==> src/rtl/fetch_pkg.sv <==
// Shared types, widths and helpers for the instruction-fetch stage.
package fetch_pkg;

  localparam int unsigned XLEN        = 32;
  localparam int unsigned ADDR_W      = 32;
  localparam int unsigned INSTN_BYTES = 4;

  localparam logic [XLEN-1:0] NOP_INSTN_DEFAULT = 32'h0000_0000;

  typedef enum logic [1:0] {
    RUN       = 2'd0,
    WAIT_SLOT = 2'd1,
    DROP      = 2'd2
  } fetch_state_e;

  typedef struct packed {
    logic [XLEN-1:0]   instn;
    logic [ADDR_W-1:0] pc;
  } fetch_entry_t;

  // Sequential PC step; wraps modulo 2^ADDR_W.
  function automatic logic [ADDR_W-1:0] pc_inc(input logic [ADDR_W-1:0] pc);
    return pc + ADDR_W'(INSTN_BYTES);
  endfunction

  // Force an address onto a word boundary.
  function automatic logic [ADDR_W-1:0] word_align(input logic [ADDR_W-1:0] addr);
    return addr & ~ADDR_W'(INSTN_BYTES - 1);
  endfunction

endpackage

==> src/rtl/if_skid_buf.sv <==
// One-entry {instruction, pc} holding register used when fetch data
// arrives while IF/ID is stalled.
module if_skid_buf
  import fetch_pkg::*;
(
  input  logic              clk,
  input  logic              reset,
  input  logic              load,
  input  logic              clear,
  input  logic [XLEN-1:0]   instn_in,
  input  logic [ADDR_W-1:0] pc_in,
  output logic              full,
  output logic [XLEN-1:0]   instn_out,
  output logic [ADDR_W-1:0] pc_out
);

  fetch_entry_t entry_q, entry_d;
  logic         full_q, full_d;

  // Load takes priority over clear if both are ever raised together.
  always_comb begin
    entry_d = entry_q;
    full_d  = full_q;
    if (clear) begin
      full_d = 1'b0;
    end
    if (load) begin
      entry_d.instn = instn_in;
      entry_d.pc    = pc_in;
      full_d        = 1'b1;
    end
  end

  always_ff @(posedge clk) begin
    if (reset) begin
      entry_q <= '0;
      full_q  <= 1'b0;
    end else begin
      entry_q <= entry_d;
      full_q  <= full_d;
    end
  end

  assign full      = full_q;
  assign instn_out = entry_q.instn;
  assign pc_out    = entry_q.pc;

endmodule

==> src/rtl/if_fetch_stage.sv <==
// Instruction-fetch stage: owns the PC, runs the imem request/ready
// handshake and presents {instruction, pc, pc+4} to the IF/ID register.
module if_fetch_stage
  import fetch_pkg::*;
#(
  parameter logic [ADDR_W-1:0] RESET_PC  = 32'h0000_0000,
  parameter logic [XLEN-1:0]   NOP_INSTN = NOP_INSTN_DEFAULT
) (
  input  logic              clk,
  input  logic              reset,
  input  logic              stall,
  input  logic              redirect,
  input  logic [ADDR_W-1:0] redirect_pc,
  output logic              imem_req,
  output logic [ADDR_W-1:0] imem_addr,
  input  logic              imem_ready,
  input  logic [XLEN-1:0]   imem_rdata,
  output logic [XLEN-1:0]   inst_out,
  output logic [ADDR_W-1:0] currpc,
  output logic [ADDR_W-1:0] nextpc,
  output logic              inst_valid
);

  fetch_state_e      state_q, state_d;
  logic [ADDR_W-1:0] pc_q, pc_d;
  logic [ADDR_W-1:0] pend_pc_q, pend_pc_d;
  logic [XLEN-1:0]   inst_q, inst_d;
  logic [ADDR_W-1:0] currpc_q, currpc_d;
  logic [ADDR_W-1:0] nextpc_q, nextpc_d;
  logic              valid_q, valid_d;

  logic              skid_load;
  logic              skid_clear;
  logic              skid_full;
  logic [XLEN-1:0]   skid_instn;
  logic [ADDR_W-1:0] skid_pc;

  logic              can_accept;
  logic              out_fire;
  logic [ADDR_W-1:0] redir_pc;

  assign can_accept = ~valid_q | ~stall;
  assign out_fire   = valid_q & ~stall;
  assign redir_pc   = word_align(redirect_pc);

  // The request stays up (address stable) in RUN and DROP until ready.
  assign imem_req  = ~reset & (state_q != WAIT_SLOT);
  assign imem_addr = pc_q;

  if_skid_buf u_skid (
    .clk       (clk),
    .reset     (reset),
    .load      (skid_load),
    .clear     (skid_clear),
    .instn_in  (imem_rdata),
    .pc_in     (pc_q),
    .full      (skid_full),
    .instn_out (skid_instn),
    .pc_out    (skid_pc)
  );

  // Next-state, PC and output-register update.
  always_comb begin
    state_d    = state_q;
    pc_d       = pc_q;
    pend_pc_d  = pend_pc_q;
    inst_d     = inst_q;
    currpc_d   = currpc_q;
    nextpc_d   = nextpc_q;
    valid_d    = valid_q;
    skid_load  = 1'b0;
    skid_clear = 1'b0;

    unique case (state_q)
      RUN: begin
        if (imem_ready) begin
          if (redirect) begin
            pc_d    = redir_pc;
            valid_d = 1'b0;
          end else if (can_accept) begin
            inst_d   = imem_rdata;
            currpc_d = pc_q;
            nextpc_d = pc_inc(pc_q);
            valid_d  = 1'b1;
            pc_d     = pc_inc(pc_q);
          end else begin
            skid_load = 1'b1;
            pc_d      = pc_inc(pc_q);
            state_d   = WAIT_SLOT;
          end
        end else if (redirect) begin
          pend_pc_d = redir_pc;
          valid_d   = 1'b0;
          state_d   = DROP;
        end else if (out_fire) begin
          valid_d = 1'b0;
        end
      end

      WAIT_SLOT: begin
        if (redirect) begin
          skid_clear = 1'b1;
          valid_d    = 1'b0;
          pc_d       = redir_pc;
          state_d    = RUN;
        end else if (!stall) begin
          inst_d     = skid_instn;
          currpc_d   = skid_pc;
          nextpc_d   = pc_inc(skid_pc);
          valid_d    = 1'b1;
          skid_clear = 1'b1;
          state_d    = RUN;
        end
      end

      DROP: begin
        // The in-flight word belongs to the flushed path; the newest target wins.
        valid_d = 1'b0;
        if (imem_ready) begin
          pc_d    = redirect ? redir_pc : pend_pc_q;
          state_d = RUN;
        end else if (redirect) begin
          pend_pc_d = redir_pc;
        end
      end

      default: begin
        state_d = RUN;
      end
    endcase

    if (!valid_d) begin
      inst_d = NOP_INSTN;
    end
  end

  always_ff @(posedge clk) begin
    if (reset) begin
      state_q   <= RUN;
      pc_q      <= RESET_PC;
      pend_pc_q <= '0;
      inst_q    <= NOP_INSTN;
      currpc_q  <= RESET_PC;
      nextpc_q  <= pc_inc(RESET_PC);
      valid_q   <= 1'b0;
    end else begin
      state_q   <= state_d;
      pc_q      <= pc_d;
      pend_pc_q <= pend_pc_d;
      inst_q    <= inst_d;
      currpc_q  <= currpc_d;
      nextpc_q  <= nextpc_d;
      valid_q   <= valid_d;
    end
  end

  assign inst_out   = inst_q;
  assign currpc     = currpc_q;
  assign nextpc     = nextpc_q;
  assign inst_valid = valid_q;

endmodule

==> config.mk <==
export PLATFORM = sky130hd
export DESIGN_NAME = if_fetch_stage
export DESIGN_NICKNAME = d
export VERILOG_FILES = /design/src/rtl/fetch_pkg.sv /design/src/rtl/if_skid_buf.sv /design/src/rtl/if_fetch_stage.sv
export SDC_FILE = /design/constraint.sdc
export NUM_CORES = 1
export LEC_CHECK = 0
export ABC_AREA = 1
export CAP_MARGIN = 10
export CORE_MARGIN = 3
export CORE_UTILIZATION = 49
export DETAILED_ROUTE_END_ITERATION = 6
export GPL_ROUTABILITY_DRIVEN = 0
export PLACE_DENSITY = 0.77
export SKIP_LAST_GASP = 1
export SYNTH_ARGS = -nofsm -noshare
export SYNTH_HDL_FRONTEND = slang
export SYNTH_SLANG_ARGS = --single-unit
==> constraint.sdc <==
create_clock -name clk -period 2.15 [get_ports clk]
set_input_delay 0.215 -clock clk [delete_from_list [all_inputs] [get_ports clk]]
set_output_delay 0.215 -clock clk [all_outputs]
set_load 0.1 [all_outputs]
Word-level counts from Yosys, hierarchy flattened
Index checks and enable logic that the tools add are counted.
- add/subtract/negate cells: 2
- $mul: 0
- div/mod/pow operators: 0
- magnitude comparators: 0
- equality and inequality tests: 14
- shift-type cells: 0
- multiplexer cells: 44
- bitwise operators: 8
- reductions and logical operators: 9
- operators by type and width (kind ; count):
    32-bit two-way mux ; 20
    32-bit one-hot mux with 2 select lines ; 3
    32-bit one-hot mux with 3 select lines ; 1
    32-bit by 3-bit adder with 32-bit output, second input constant ; 2
    2-bit two-way mux ; 7
    2-bit inequality test, second input constant ; 7
    3-bit inequality test, second input constant ; 4
    1-bit two-way mux ; 11
    2-bit one-hot mux with 3 select lines ; 1
    6-bit AND reduction ; 1
    1-bit inverter ; 5
    5-bit AND reduction ; 1
    4-bit AND reduction ; 1
    2-bit OR reduction ; 2
    1-bit one-hot mux with 3 select lines ; 1
    3-bit nonzero test ; 1
    1-bit AND ; 2
    2-bit by 1-bit equality test with 1-bit output, second input constant ; 1
    2-bit equality test, second input constant ; 1
    2-bit zero test ; 1
    2-bit by 1-bit inequality test with 1-bit output, second input constant ; 1
    2-bit AND reduction ; 1
    2-bit nonzero test ; 1
    1-bit bitwise OR ; 1
- flip-flop bits (word level): 227
- latch bits: 0
- bits in writable memories: 0
- bits in read-only memories: 0
- bits of input ports: 69
- output and inout port bits: 130
- word-level logic and storage cells: 86
- memories: 0

Longest topological paths before layout
- depth in word-level cells: 8
- depth in mapped cells: 12
- depth with buffers taken out: 12

Modules after synthesis
A second synthesis with hierarchy kept.
- cells, all modules: 1679
- area, all modules: 11368.4 µm²
- by module, submodules not included (module ; times used ; cells each ; area an instance (µm²) ; sequential area each (µm²)):
    if_fetch_stage ; 1 ; 1397 ; 9072.5 ; 3223.1
    if_skid_buf ; 1 ; 282 ; 2296.0 ; 1301.2

Worst setup path after synthesis
No wires, ideal clock.
- kind: register to output
- from: register state_q[1]
- to: output port imem_req
- arrival time: 2.328 ns
- data required time: 1.935 ns
- setup slack: -0.393 ns
- cell stages (with the launch flop): 6
- path buffers: 2
- path through: dfxtp_1 inv_1 ha_1 clkbuf_1 clkbuf_1 nor2_1
- longest elaborated chain between the ends: 2
- ends and longest elaborated chain (item ; line ; RTL):
    start: declaration ; if_fetch_stage.sv:24 ; fetch_state_e state_q, state_d;
    start signal: assignment ; if_fetch_stage.sv:147 ; state_q <= state_d;
    2-bit by 1-bit inequality test with 1-bit output ; if_fetch_stage.sv:47 ; assign imem_req = ~reset & (state_q != WAIT_SLOT);
    1-bit AND ; if_fetch_stage.sv:47 ;
    end: declaration ; if_fetch_stage.sv:14 ; output logic imem_req,
Every way passes these cells.

Worst setup path in the final report
- from: register pc_q[2] (netlist: imem_addr[2])
- to: register nextpc_q[20] (netlist: nextpc[20])
- longest elaborated chain between the ends: 5
- ends and longest elaborated chain (item ; line ; RTL):
    start: declaration ; if_fetch_stage.sv:25 ; logic [ADDR_W-1:0] pc_q, pc_d;
    start signal: assignment ; if_fetch_stage.sv:148 ; pc_q <= pc_d;
    32-bit by 3-bit adder with 32-bit output ; fetch_pkg.sv:23 ; return pc + ADDR_W'(INSTN_BYTES);
    32-bit two-way mux ; if_fetch_stage.sv:80 ; end else if (can_accept) begin
    32-bit two-way mux ; if_fetch_stage.sv:77 ; if (redirect) begin
    32-bit two-way mux ; if_fetch_stage.sv:76 ; if (imem_ready) begin
    32-bit one-hot mux with 2 select lines ; if_fetch_stage.sv:74 ; unique case (state_q)
    end signal: assignment ; if_fetch_stage.sv:144 ; nextpc_q <= pc_inc(RESET_PC);
    end signal: assignment ; if_fetch_stage.sv:152 ; nextpc_q <= nextpc_d;
    end: declaration ; if_fetch_stage.sv:29 ; logic [ADDR_W-1:0] nextpc_q, nextpc_d;
Every way passes these cells. The select of a mux whose other input is x is not followed.
A chain may end at the register's enable or synchronous reset.

==> metrics.txt <==
maximum fanout encountered on the critical timing path=5; Max Root-Sink Buffers=3; Initial Utilization=0.503; number of enable flip-flop cells after synthesis=0; path type of the worst setup path=flop to flop; worst-case hold path end point=u_skid.instn_out[15]; 1st-pass router iterations=6; number of flip-flops and latches in the synthesized netlist=225; Hold Path Origin=imem_rdata[15]; cts bufs inserted=24; boundary pin count=199; sequential element share of the synthesized area=0.406; setup slack at placement=0.0416 ns; via count of the routed design=12000; Fin. Hold Viols=0; adder and majority gate portion of the synthesized area=0.00677; n_diodes=0; Layout Skew=0.0329 ns; peak supply drop=1.02 mV; worst hold-check slack=0.275 ns; count of input and output buffers=196; max incr delay on CP=0.37 ns; net count reported at finish=1884; cell accounting for the most synthesized area=sky130_fd_sc_hd__dfxtp_1; clock period minus worst slack=2.07 ns; wire length of the first global-routing pass=55100 µm; Post-Syn Nets=1715; clock slew seen by the registers of the worst setup and hold paths=0.06 ns; drc violations=0; portion of the clock cycle consumed by the worst path in the final layout=0.963; transition time at the pin with the least slew margin=0.543 ns; Synth Area in Compound Gates=0.243; pin count of the biggest net entering global routing=125; startpoint of the worst-slack reg-to-reg timing path=imem_addr[2]; horizontal extent of the die=156 µm; fmax=483 MHz; worst-skew pair later-pin latency=0.54 ns; layout overhead on the synthesized area=27.2%; worst setup slack after layout=0.0787 ns; cell at the root of the clock tree=sky130_fd_sc_hd__clkbuf_16; unrepaired setup endpoints after global routing=yes; total negative slack=0 ns; final standard cell count with taps included and fillers excluded=2105; die span in y=156 µm; average footprint of a synthesized cell=6.76 µm²; dominant combinational cell family by area after synthesis=simple AND/OR/NAND/NOR gates; top-count cell post-synth=sky130_fd_sc_hd__nand2_1; end of the worst register-to-register path=nextpc[20]; vias in the first global route=10600; leading post-synthesis cells by instance count=sky130_fd_sc_hd__nand2_1 (450), sky130_fd_sc_hd__dfxtp_1 (225), sky130_fd_sc_hd__o21ai_0 (186); total routed wirelength=35500 µm; clock tree sinks=225; Rel. slew slack=0.638; simple-gate area share of the yosys netlist=0.252; fraction of synthesized area in multiplexers=0; Final setup violation count=0; total leakage power=6.02 nW; number of cells on the worst reg-to-reg path=12; worst setup slack for register-to-register paths=0.08 ns; endpoint type of the worst setup path=flop; Yosys warning total=0; Overall Global Routing Usage=0.272; fill cell instance count of the final layout=1977; area of the die=24500 µm²; Core ar.=22000 µm²; Arrival @ worst endpoint=2.51 ns; status=complete, no violations; number of antenna violations at the first check in global routing=0; Yosys top cell area share=0.406; count of placed standard cells including taps=2061; final core occ=0.640; cells along the critical path=ha_1 -> nand2_1 -> nor2_1 -> nand2_1 -> nor2_2 -> nand2_1 -> nand2_1 -> nand2_1 -> a21oi_1 -> o21ai_0 -> nand2_1 -> inv_1; average detailed-routed wire length per instance=16.9 µm; fin. max-slew vios=0; row count=54; slowest cell on the critical path=sky130_fd_sc_hd__dfxtp_2; H-tree levels=1; Power per Cell Area=1650 nW/µm²; number of cells produced by synthesis=1640; number of design-rule violations left by the first detailed-router iteration=1403; ys async rst share=0; crit path launch=imem_addr[2]; grt total ovfl=0; post-detail-place hpwl=24100 µm; # hold bufs at CTS=0; average vias per placed instance=5.71; maxcap violations=0; most common flop cell mapped by yosys=sky130_fd_sc_hd__dfxtp_1; startpoint kind of the worst setup timing path=flop; XOR/XNOR Fraction of Synth Area=0.0198; data required time of the critical path=2.58 ns; fraction of final layout cells with drive strength greater than 1=0.141; clock tree from TritonCTS=yes; remaining antenna violation count after routing=0; worst hold stages=3; cell repeated most along the worst path=sky130_fd_sc_hd__nand2_1; dominant cells by area after synthesis=sky130_fd_sc_hd__dfxtp_1 (41%), sky130_fd_sc_hd__nand2_1 (15%), sky130_fd_sc_hd__o21ai_0 (8.4%); hold crit path type=input pin to flop; cell area after synthesis=11100 µm²; Synth cell types=35
timing repair:
action | in CTS | in global routing
endpoints found under the setup margin | 0 | 47
buffers inserted | 0 | 0
resized for setup | 0 | 9
stage by stage:
stage	cell area, µm²	power [W]
floorplan	11100	0.0155
global placement	13300	0.0189
detailed placement	13300	0.0190
CTS	14000	0.0230
global route	14100	0.0243
finish	14100	0.0233
cell usage in the layout (no fill, tap or decap), drive strengths merged, types with 2 or more instances in the layout:
master / synthesis / layout
clkinv: 3 / 12
o211ai: 29 / 29
o211a: 8 / 8
buf: 24 / 182
nand2: 450 / 450
nor2: 168 / 168
o21ai: 195 / 195
or2: 6 / 6
clkbuf: 83 / 35
nand4: 6 / 6
clkdlybuf4s50: 0 / 66
a31oi: 67 / 67
xor2: 18 / 18
inv: 93 / 92
nand3: 56 / 56
dfxtp: 225 / 225
ha: 6 / 6
and2: 2 / 2
xnor2: 7 / 7
a21oi: 150 / 150
nand3b: 8 / 8
nor3: 3 / 3
a211oi: 26 / 26
sequential cells by signal (all words and copies together) (netlist names):
name and count:
u_skid.pc_out 32, imem_addr 32, pend_pc_q 32, inst_valid 1
currpc 32, inst_out 32, u_skid.instn_out 32, nextpc 30
state_q 2
worst max-delay path by stage:
stage / end / slack [ns] / depth (start not counted)
6_report: nextpc[20] / 0.08 / 12
5_1_grt: nextpc[22] / -0.07 / 12
4_1_cts: currpc[26] / 0.03 / 11
3_5_place_dp: currpc[26] / 0.04 / 11
3_3_place_gp: currpc[26] / 0.11 / 11
2_1_floorplan: nextpc[21] / 0.001 / 11
layer usage:
metal | up-vias | track usage | wire length, µm
met5 | - | 0 | 0
met4 | 0 | 0.0750 | 902
met3 | 68 | 0.0340 | 3430
met2 | 626 | 0.395 | 15200
met1 | 5461 | 0.422 | 16000
li1 | 5855 | - | -
report_power, final:
part	switching [W]	internal, W
Sequential	0.00103	0.00522
Combinational	0.00993	0.00315
Clock	0.00170	0.00231
critical path, delay by kind of cell (launching register included):
family | cells | cell delay [ns]
AO/OA/AOI/OAI | 2 | 0.33
flip-flops | 1 | 0.37
adder cells (fa/ha/maj) | 1 | 0.19
AND/OR/NAND/NOR | 8 | 1.07
buffers and inverters | 1 | 0.03
final cells by class:
cell class              count  area, µm²  area share
repair buffers            250       2300       0.163
inverters                  96        364      0.0258
multi-input cells        1212       5820       0.413
clock buffers              33        676      0.0479
flip-flops and latches    225       4520       0.321
well taps                 280        350      0.0248
clock inverters             9       70.1     0.00497
cell families after synthesis:
kind of cell	Yosys count
fa+ha+maj	6
xor+xnor	25
flops	225
simple gates	700
buf+inv	203
compound gates	481
Power figures use the tool's default switching activity.
